==> src/rtl/hum_pkg.sv <==
// Shared humidity constants and types for the datapath and the humidity control logic.
package hum_pkg;

    localparam int HUM_W        = 7;
    localparam int HUM_FULL     = 100;
    localparam int HUM_MIN_DEF  = 30;
    localparam int HUM_MAX_DEF  = 70;
    localparam int HUM_DEF_DEF  = 50;

    typedef logic [HUM_W-1:0] hum_t;

    // Raw sensor samples can exceed full scale; clamp before they reach the register.
    function automatic hum_t hum_clip(input logic [7:0] raw);
        if (raw > 8'(HUM_FULL))
            return hum_t'(HUM_FULL);
        return raw[HUM_W-1:0];
    endfunction

endpackage

==> src/rtl/hum_tick_counter.sv <==
// Free-running 1 s tick counter; terminal is a pure decode of the count register.
module hum_tick_counter #(
    parameter int TICKS = 100_000_000
) (
    input  logic pclk,
    input  logic preset,
    input  logic en,
    input  logic clr,
    output logic terminal
);

    localparam int CW = (TICKS > 1) ? $clog2(TICKS) : 1;
    localparam logic [CW-1:0] LAST = CW'(TICKS - 1);

    logic [CW-1:0] cnt_q, cnt_d;

    always_comb begin
        cnt_d = cnt_q;
        if (clr)
            cnt_d = '0;
        else if (en)
            cnt_d = (cnt_q == LAST) ? '0 : cnt_q + CW'(1);
    end

    always_ff @(posedge pclk) begin
        if (preset)
            cnt_q <= '0;
        else
            cnt_q <= cnt_d;
    end

    assign terminal = (cnt_q == LAST);

endmodule

==> src/rtl/hum_datapath.sv <==
// Humidity register with sensor load and saturating steps, threshold decodes and 1 s tick.
module hum_datapath
    import hum_pkg::*;
#(
    parameter int TICKS_1S = 100_000_000,
    parameter int HUM_MIN  = HUM_MIN_DEF,
    parameter int HUM_MAX  = HUM_MAX_DEF,
    parameter int HUM_DEF  = HUM_DEF_DEF
) (
    input  logic       pclk,
    input  logic       preset,
    input  logic       sensor_valid,
    input  logic [7:0] sensor_hum,
    input  logic       hum_inc_en,
    input  logic       hum_dec_en,
    input  logic       hum_counter_en,
    input  logic       hum_counter_clr,
    output logic [6:0] hum_value,
    output logic       crossed_min_hum,
    output logic       crossed_max_hum,
    output logic       default_hum,
    output logic       count_eq_1s
);

    if (!(HUM_MIN < HUM_DEF && HUM_DEF < HUM_MAX && HUM_MAX <= HUM_FULL)) begin : g_bad_params
        $error("hum_datapath: thresholds must satisfy HUM_MIN < HUM_DEF < HUM_MAX <= 100");
    end

    hum_t hum_q, hum_d;

    always_comb begin
        hum_d = hum_q;
        if (sensor_valid)
            hum_d = hum_clip(sensor_hum);
        else if (hum_inc_en && !hum_dec_en && hum_q != hum_t'(HUM_FULL))
            hum_d = hum_q + hum_t'(1);
        else if (hum_dec_en && !hum_inc_en && hum_q != '0)
            hum_d = hum_q - hum_t'(1);
    end

    always_ff @(posedge pclk) begin
        if (preset)
            hum_q <= hum_t'(HUM_DEF);
        else
            hum_q <= hum_d;
    end

    // Flags decode the register only, so they never glitch on input changes.
    assign hum_value       = hum_q;
    assign crossed_min_hum = (hum_q < hum_t'(HUM_MIN));
    assign crossed_max_hum = (hum_q > hum_t'(HUM_MAX));
    assign default_hum     = (hum_q == hum_t'(HUM_DEF));

    hum_tick_counter #(
        .TICKS (TICKS_1S)
    ) u_tick (
        .pclk     (pclk),
        .preset   (preset),
        .en       (hum_counter_en),
        .clr      (hum_counter_clr),
        .terminal (count_eq_1s)
    );

endmodule

==> config.mk <==
export PLATFORM = sky130hd
export DESIGN_NAME = hum_datapath
export DESIGN_NICKNAME = d
export VERILOG_FILES = /design/src/rtl/hum_pkg.sv /design/src/rtl/hum_tick_counter.sv /design/src/rtl/hum_datapath.sv
export SDC_FILE = /design/constraint.sdc
export NUM_CORES = 1
export LEC_CHECK = 0
export CORE_ASPECT_RATIO = 1.4
export CORE_MARGIN = 5
export CORE_UTILIZATION = 40
export DETAILED_ROUTE_END_ITERATION = 6
export MAX_ROUTING_LAYER = met4
export PLACE_DENSITY_LB_ADDON = 0.05
export SLEW_MARGIN = 20
export SYNTH_ARGS = -nofsm -noshare
export SYNTH_HDL_FRONTEND = slang
export SYNTH_HIERARCHICAL = 1
export SYNTH_SLANG_ARGS = --single-unit
==> constraint.sdc <==
create_clock -name pclk -period 6.7 [get_ports pclk]
set_clock_uncertainty 0.15 [all_clocks]
set_input_delay 1.34 -clock pclk [delete_from_list [all_inputs] [get_ports pclk]]
set_output_delay 1.34 -clock pclk [all_outputs]
set_load 0.02 [all_outputs]
* After elaboration in Yosys (flattened, before gate mapping)
Cells that the tools add are included.
** Word-level totals
- Memories :: 0
- RAM bits :: 0
- Input bits :: 15
- Bits in read-only memories :: 0
- Logic and storage cells :: 28
- Flip-flop bits (word level) :: 34
- Bits in latches :: 0
** Cells by class
- $mul :: 0
- Muxes and demuxes :: 8
- Equality and inequality tests :: 3
- $lt $le $gt $ge :: 3
- Div/mod/pow operators :: 0
- Shift-type cells :: 0
- Bitwise logic cells :: 0
- Add/subtract/negate cells :: 3
- Reductions and logical operators :: 9
** Operator list (number)
- 7-bit two-way mux :: 5
- 27-bit by 1-bit adder with 27-bit output, second input constant :: 1
- 27-bit == test, second input constant :: 1
- 27-bit two-way mux :: 1
- 8-bit by 7-bit greater-than comparator with 1-bit output, second input constant :: 1
- 7-bit by 1-bit adder with 7-bit output, second input constant :: 1
- 7-bit by 6-bit == test with 1-bit output, second input constant :: 1
- 7-bit greater-than comparator, second input constant :: 1
- 7-bit by 5-bit < comparator with 1-bit output, second input constant :: 1
- 7-bit != test, second input constant :: 1
- 7-bit nonzero test :: 1
- 7-bit by 1-bit subtractor with 7-bit output, second input constant :: 1
- 1-bit logical AND :: 4
- 3-bit nonzero test :: 1
- 1-bit logical NOT :: 2
- 1-bit two-way mux :: 2
- 2-bit OR reduction :: 1

* Depth between registers and ports, before layout
- Depth in word-level cells :: 6
- Mapped depth :: 9
- Depth with buffers taken out :: 9

* By module
Netlist, hierarchy kept.
** By module, submodules not included
- hum_tick_counter :: seq. area each 540.5 um2, instances 1, cells each 177, area an instance 1527.7 um2
- hum_datapath :: seq. area each 140.1 um2, instances 1, cells each 92, area an instance 725.7 um2

* Least setup slack after synthesis
OpenSTA, ideal clock, no wires.
- Kind :: in2reg
- Start point :: input port hum_dec_en
- End point :: register hum_q[6] (netlist: hum_value[6])
- Stages on the path :: 9
- Slack :: 3269 ps
- Data required time :: 6417 ps
- Arrival time :: 3148 ps
- Path buffers :: 0
- Path through :: nand2b_1 > a41oi_2 > inv_1 > fa_1 > a211oi_1 > o21bai_1 > a21oi_1 > mux2i_1 > a311oi_2
** On the way
- Cells in the longest elaborated chain, start to end :: 5
** RTL lines
- start: declaration :: RTL line hum_datapath.sv:15 : input logic hum_dec_en,
- 1-bit logical NOT :: RTL line hum_datapath.sv:35 : else if (hum_inc_en && !hum_dec_en && hum_q != hum_t'(HUM_FULL))
- 1-bit logical AND (2 in a row) :: RTL line hum_datapath.sv:35
- 7-bit two-way mux :: RTL line hum_datapath.sv:35
- 7-bit two-way mux :: RTL line hum_datapath.sv:33 : if (sensor_valid)
- end signal: assignment :: RTL line hum_datapath.sv:43 : hum_q <= hum_t'(HUM_DEF);
- end signal: assignment :: RTL line hum_datapath.sv:45 : hum_q <= hum_d;
- end: declaration :: RTL line hum_datapath.sv:29 : hum_t hum_q, hum_d;
Parallel ways exist; a longest one is shown, timed or not.
A chain may end at the register's enable or synchronous reset.

* Worst setup path after layout
Ends and elaborated chain as after synthesis.

==> results.md <==
* Overall global routing resource usage at 18.23%
* Pre-Repair DR Iteration Count at 4
* Post-cts sizing count at 0
* Post-synthesis compound-gate area fraction at 18.60%
* Wire length per cell at 16.37 um
* Post-synthesis sequential area ratio at 30.21%
* Initial detailed-routing violation count at 80
* Crit-path max FO at 6
* Net count after synthesis at 291
* Most frequent cells in the layout: dfxtp_1, clkdlybuf4s50_1, nor3_1
* Worst Path Required at 6.71 ns
* FF+latch count, synth at 34
* Cell Area, Synth at 2253 um2
* Hold Vio Cnt, Final at 0
* Die Height at 98.81 um
* PortBufs at 25
* Final Critical Period at 3.805 ns
* Half-perimeter wire length after placement at 4.380 mm
* RePlAce Congestion at 0.9009
* P_leak at 0.0008003 uW
* Root cell of the clock tree: clkbuf_8
* Post-synth top flop: dfxtp_1
* Synth Warn # at 6
* EDFF count, synth at 0
* Yosys cell types at 59
* Antenna violations before repair at 0
* Remaining DRCs at 0
* Least-Margin Pin Slew at 0.7225 ns
* Largest net degree at the start of global routing at 30
* Maximum buffer depth of the clock tree at 2
* Fmax at 262.8 MHz
* Vias in the first global route at 2,115
* CTS Buf Count at 5
* Overflow after GRT at 0
* Die area at 7256 um2
* Placed cell count at 348
* First-pass GRT wire length at 10.11 mm
* CTS tree: done
* Adder-cell share of the synthesized area at 4.220%
* Layout area overhead at 14.83%
* Post-CTS setup buffer count at 0
* Num rows at 32
* Critical path class: in2reg
* Status: finished clean
* Final instance area at 2587 um2
* Layout Nets at 309
* Skew-Pair Late Insertion Delay at 0.29 ns
* Largest family of logic cells by synthesized area: simple AND/OR/NAND/NOR gates
* Most common cell after layout, fill and taps aside: dfxtp_1
* Post-synthesis async set-or-reset flop share at 0%
* Max transition margin at 51.47%
* VDD IR-drop max at 0.00009086 V
* Count of boundary I/O pins at 26
* Total of max-cap violations at 0
* Fin util at 47.17%
* Via/cell ratio at 5.955
* Worst EP arrival at 3.81 ns
* Startpoint Class: primary input
* Setup violators final at 0
* ANT nets after route at 0
* Detailed Route WL at 5.826 mm
* Power Dens Cells at 187.2 nW/um2
* Cell Area, Placed at 2496 um2
* Synth Area in XOR/XNOR at 5.441%
* Post-CTS Hold Buffers at 0
* Initial Util at 41.08%
* Htree depth at 2
* Core area at 5485 um2
* Period Utilization, post-route at 56.80%
* DR vias at 2,120
* Max-slew violations at 0
* Avg Cell Area, Syn at 8.377 um2
* Share of layout cells above drive strength 1 at 7.986%
* Cells after Synth at 269
* Diodes inserted at 0
* Clock sink count at 34
* Mux share of post-synthesis cell area at 0.9439%
* Worst hold path class: reg2reg
* Post-Synth Simple-Gate Area at 34.81%
* Die width at 73.44 um
* Fin cells at 356
* Critical Path End Type: flop
* Clock slew at reported path FFs at 0.07 ns
* Setup TNS at 0 ns
* RSZ-0062 raised after global routing: false
[cell usage after synthesis (7+ instances only)]
library cell  number  area share [%]
nor2_1            17             2.8
or3_1              9             2.5
nor3_1            21             4.7
nand4_1           11             3.1
xnor2_1            8             3.1
inv_1              8             1.3
o21ai_0           13             2.9
a21oi_1            9             2.0
nor4_1             7             1.9
a211oi_1          16             5.3
dfxtp_1           34              30
nand2_1           19             3.2
nand3_1            9             2.0
[worst max-delay path: stages]
cell and delay (ns):
clkdlybuf4s50_1 0.41, nand2b_1 0.18, a41oi_2 0.23, inv_1 0.18, fa_1 0.44, a211oi_1 0.35
o21bai_1 0.12, a21oi_1 0.20, mux2i_1 0.25, a311oi_2 0.11
[state kept, by name, indices dropped and copies added (netlist names)]
register and flops:
u_tick/cnt_q 27, hum_value 7
[cell type report]
class | count | area, um2
clock buffers | 7 | 86.33
clock inverters | 1 | 5.005
fillers | 545 | 2898
inverters | 8 | 30.03
multi-input cells | 212 | 1443
flip-flops and latches | 34 | 680.7
well taps | 68 | 85.08
repair buffers | 26 | 257.7
[stage by stage]
stage | hold slack (ns) | setup slack (ns) | total power [uW]
2_1_floorplan | 0.3017 | 3.269 | 290.5
3_3_place_gp | 0.3289 | 2.662 | 330.3
3_5_place_dp | 0.3364 | 2.558 | 329.4
4_1_cts | 0.3497 | 2.882 | 492.0
5_1_grt | 0.3809 | 2.587 | 510.1
6_report | 0.3452 | 2.895 | 484.4
[power by group]
part,internal (uW),switching (uW)
Combinational,49.2,51.9
Sequential,208,15.6
Clock,82.9,77.1
[final timing paths]
check	cells past startpoint	start	slack [ns]	end
worst max-delay path	10	hum_dec_en	2.89	hum_value[6]$_SDFFE_PP0P_
worst min register to register	2	u_tick/cnt_q[24]$_SDFFE_PP0P_	0.35	u_tick/cnt_q[24]$_SDFFE_PP0P_
worst max register to register	9	hum_value[3]$_SDFFE_PP0P_	3.76	hum_value[6]$_SDFFE_PP0P_
worst min-delay path	2	u_tick/cnt_q[24]$_SDFFE_PP0P_	0.35	u_tick/cnt_q[24]$_SDFFE_PP0P_
[kinds of logic after synthesis]
| group | after synthesis |
|---|---|
| AND/OR/NAND/NOR | 129 |
| AO/OA/AOI/OAI | 60 |
| flip-flops | 34 |
| buffers and inverters | 23 |
| XOR/XNOR | 14 |
| adder cells (fa/ha/maj) | 7 |
| multiplexers | 2 |
[layer usage]
layer  GRT usage, %  vias up  routed length (um)
met1          18.84     1010                2295
met3          2.245        9                 144
met2          32.94       37                3228
li1               -     1064                   -
met4          8.926        0                 157
met5              -        -                   0
Note: power is estimated with default switching activity, not from simulation.
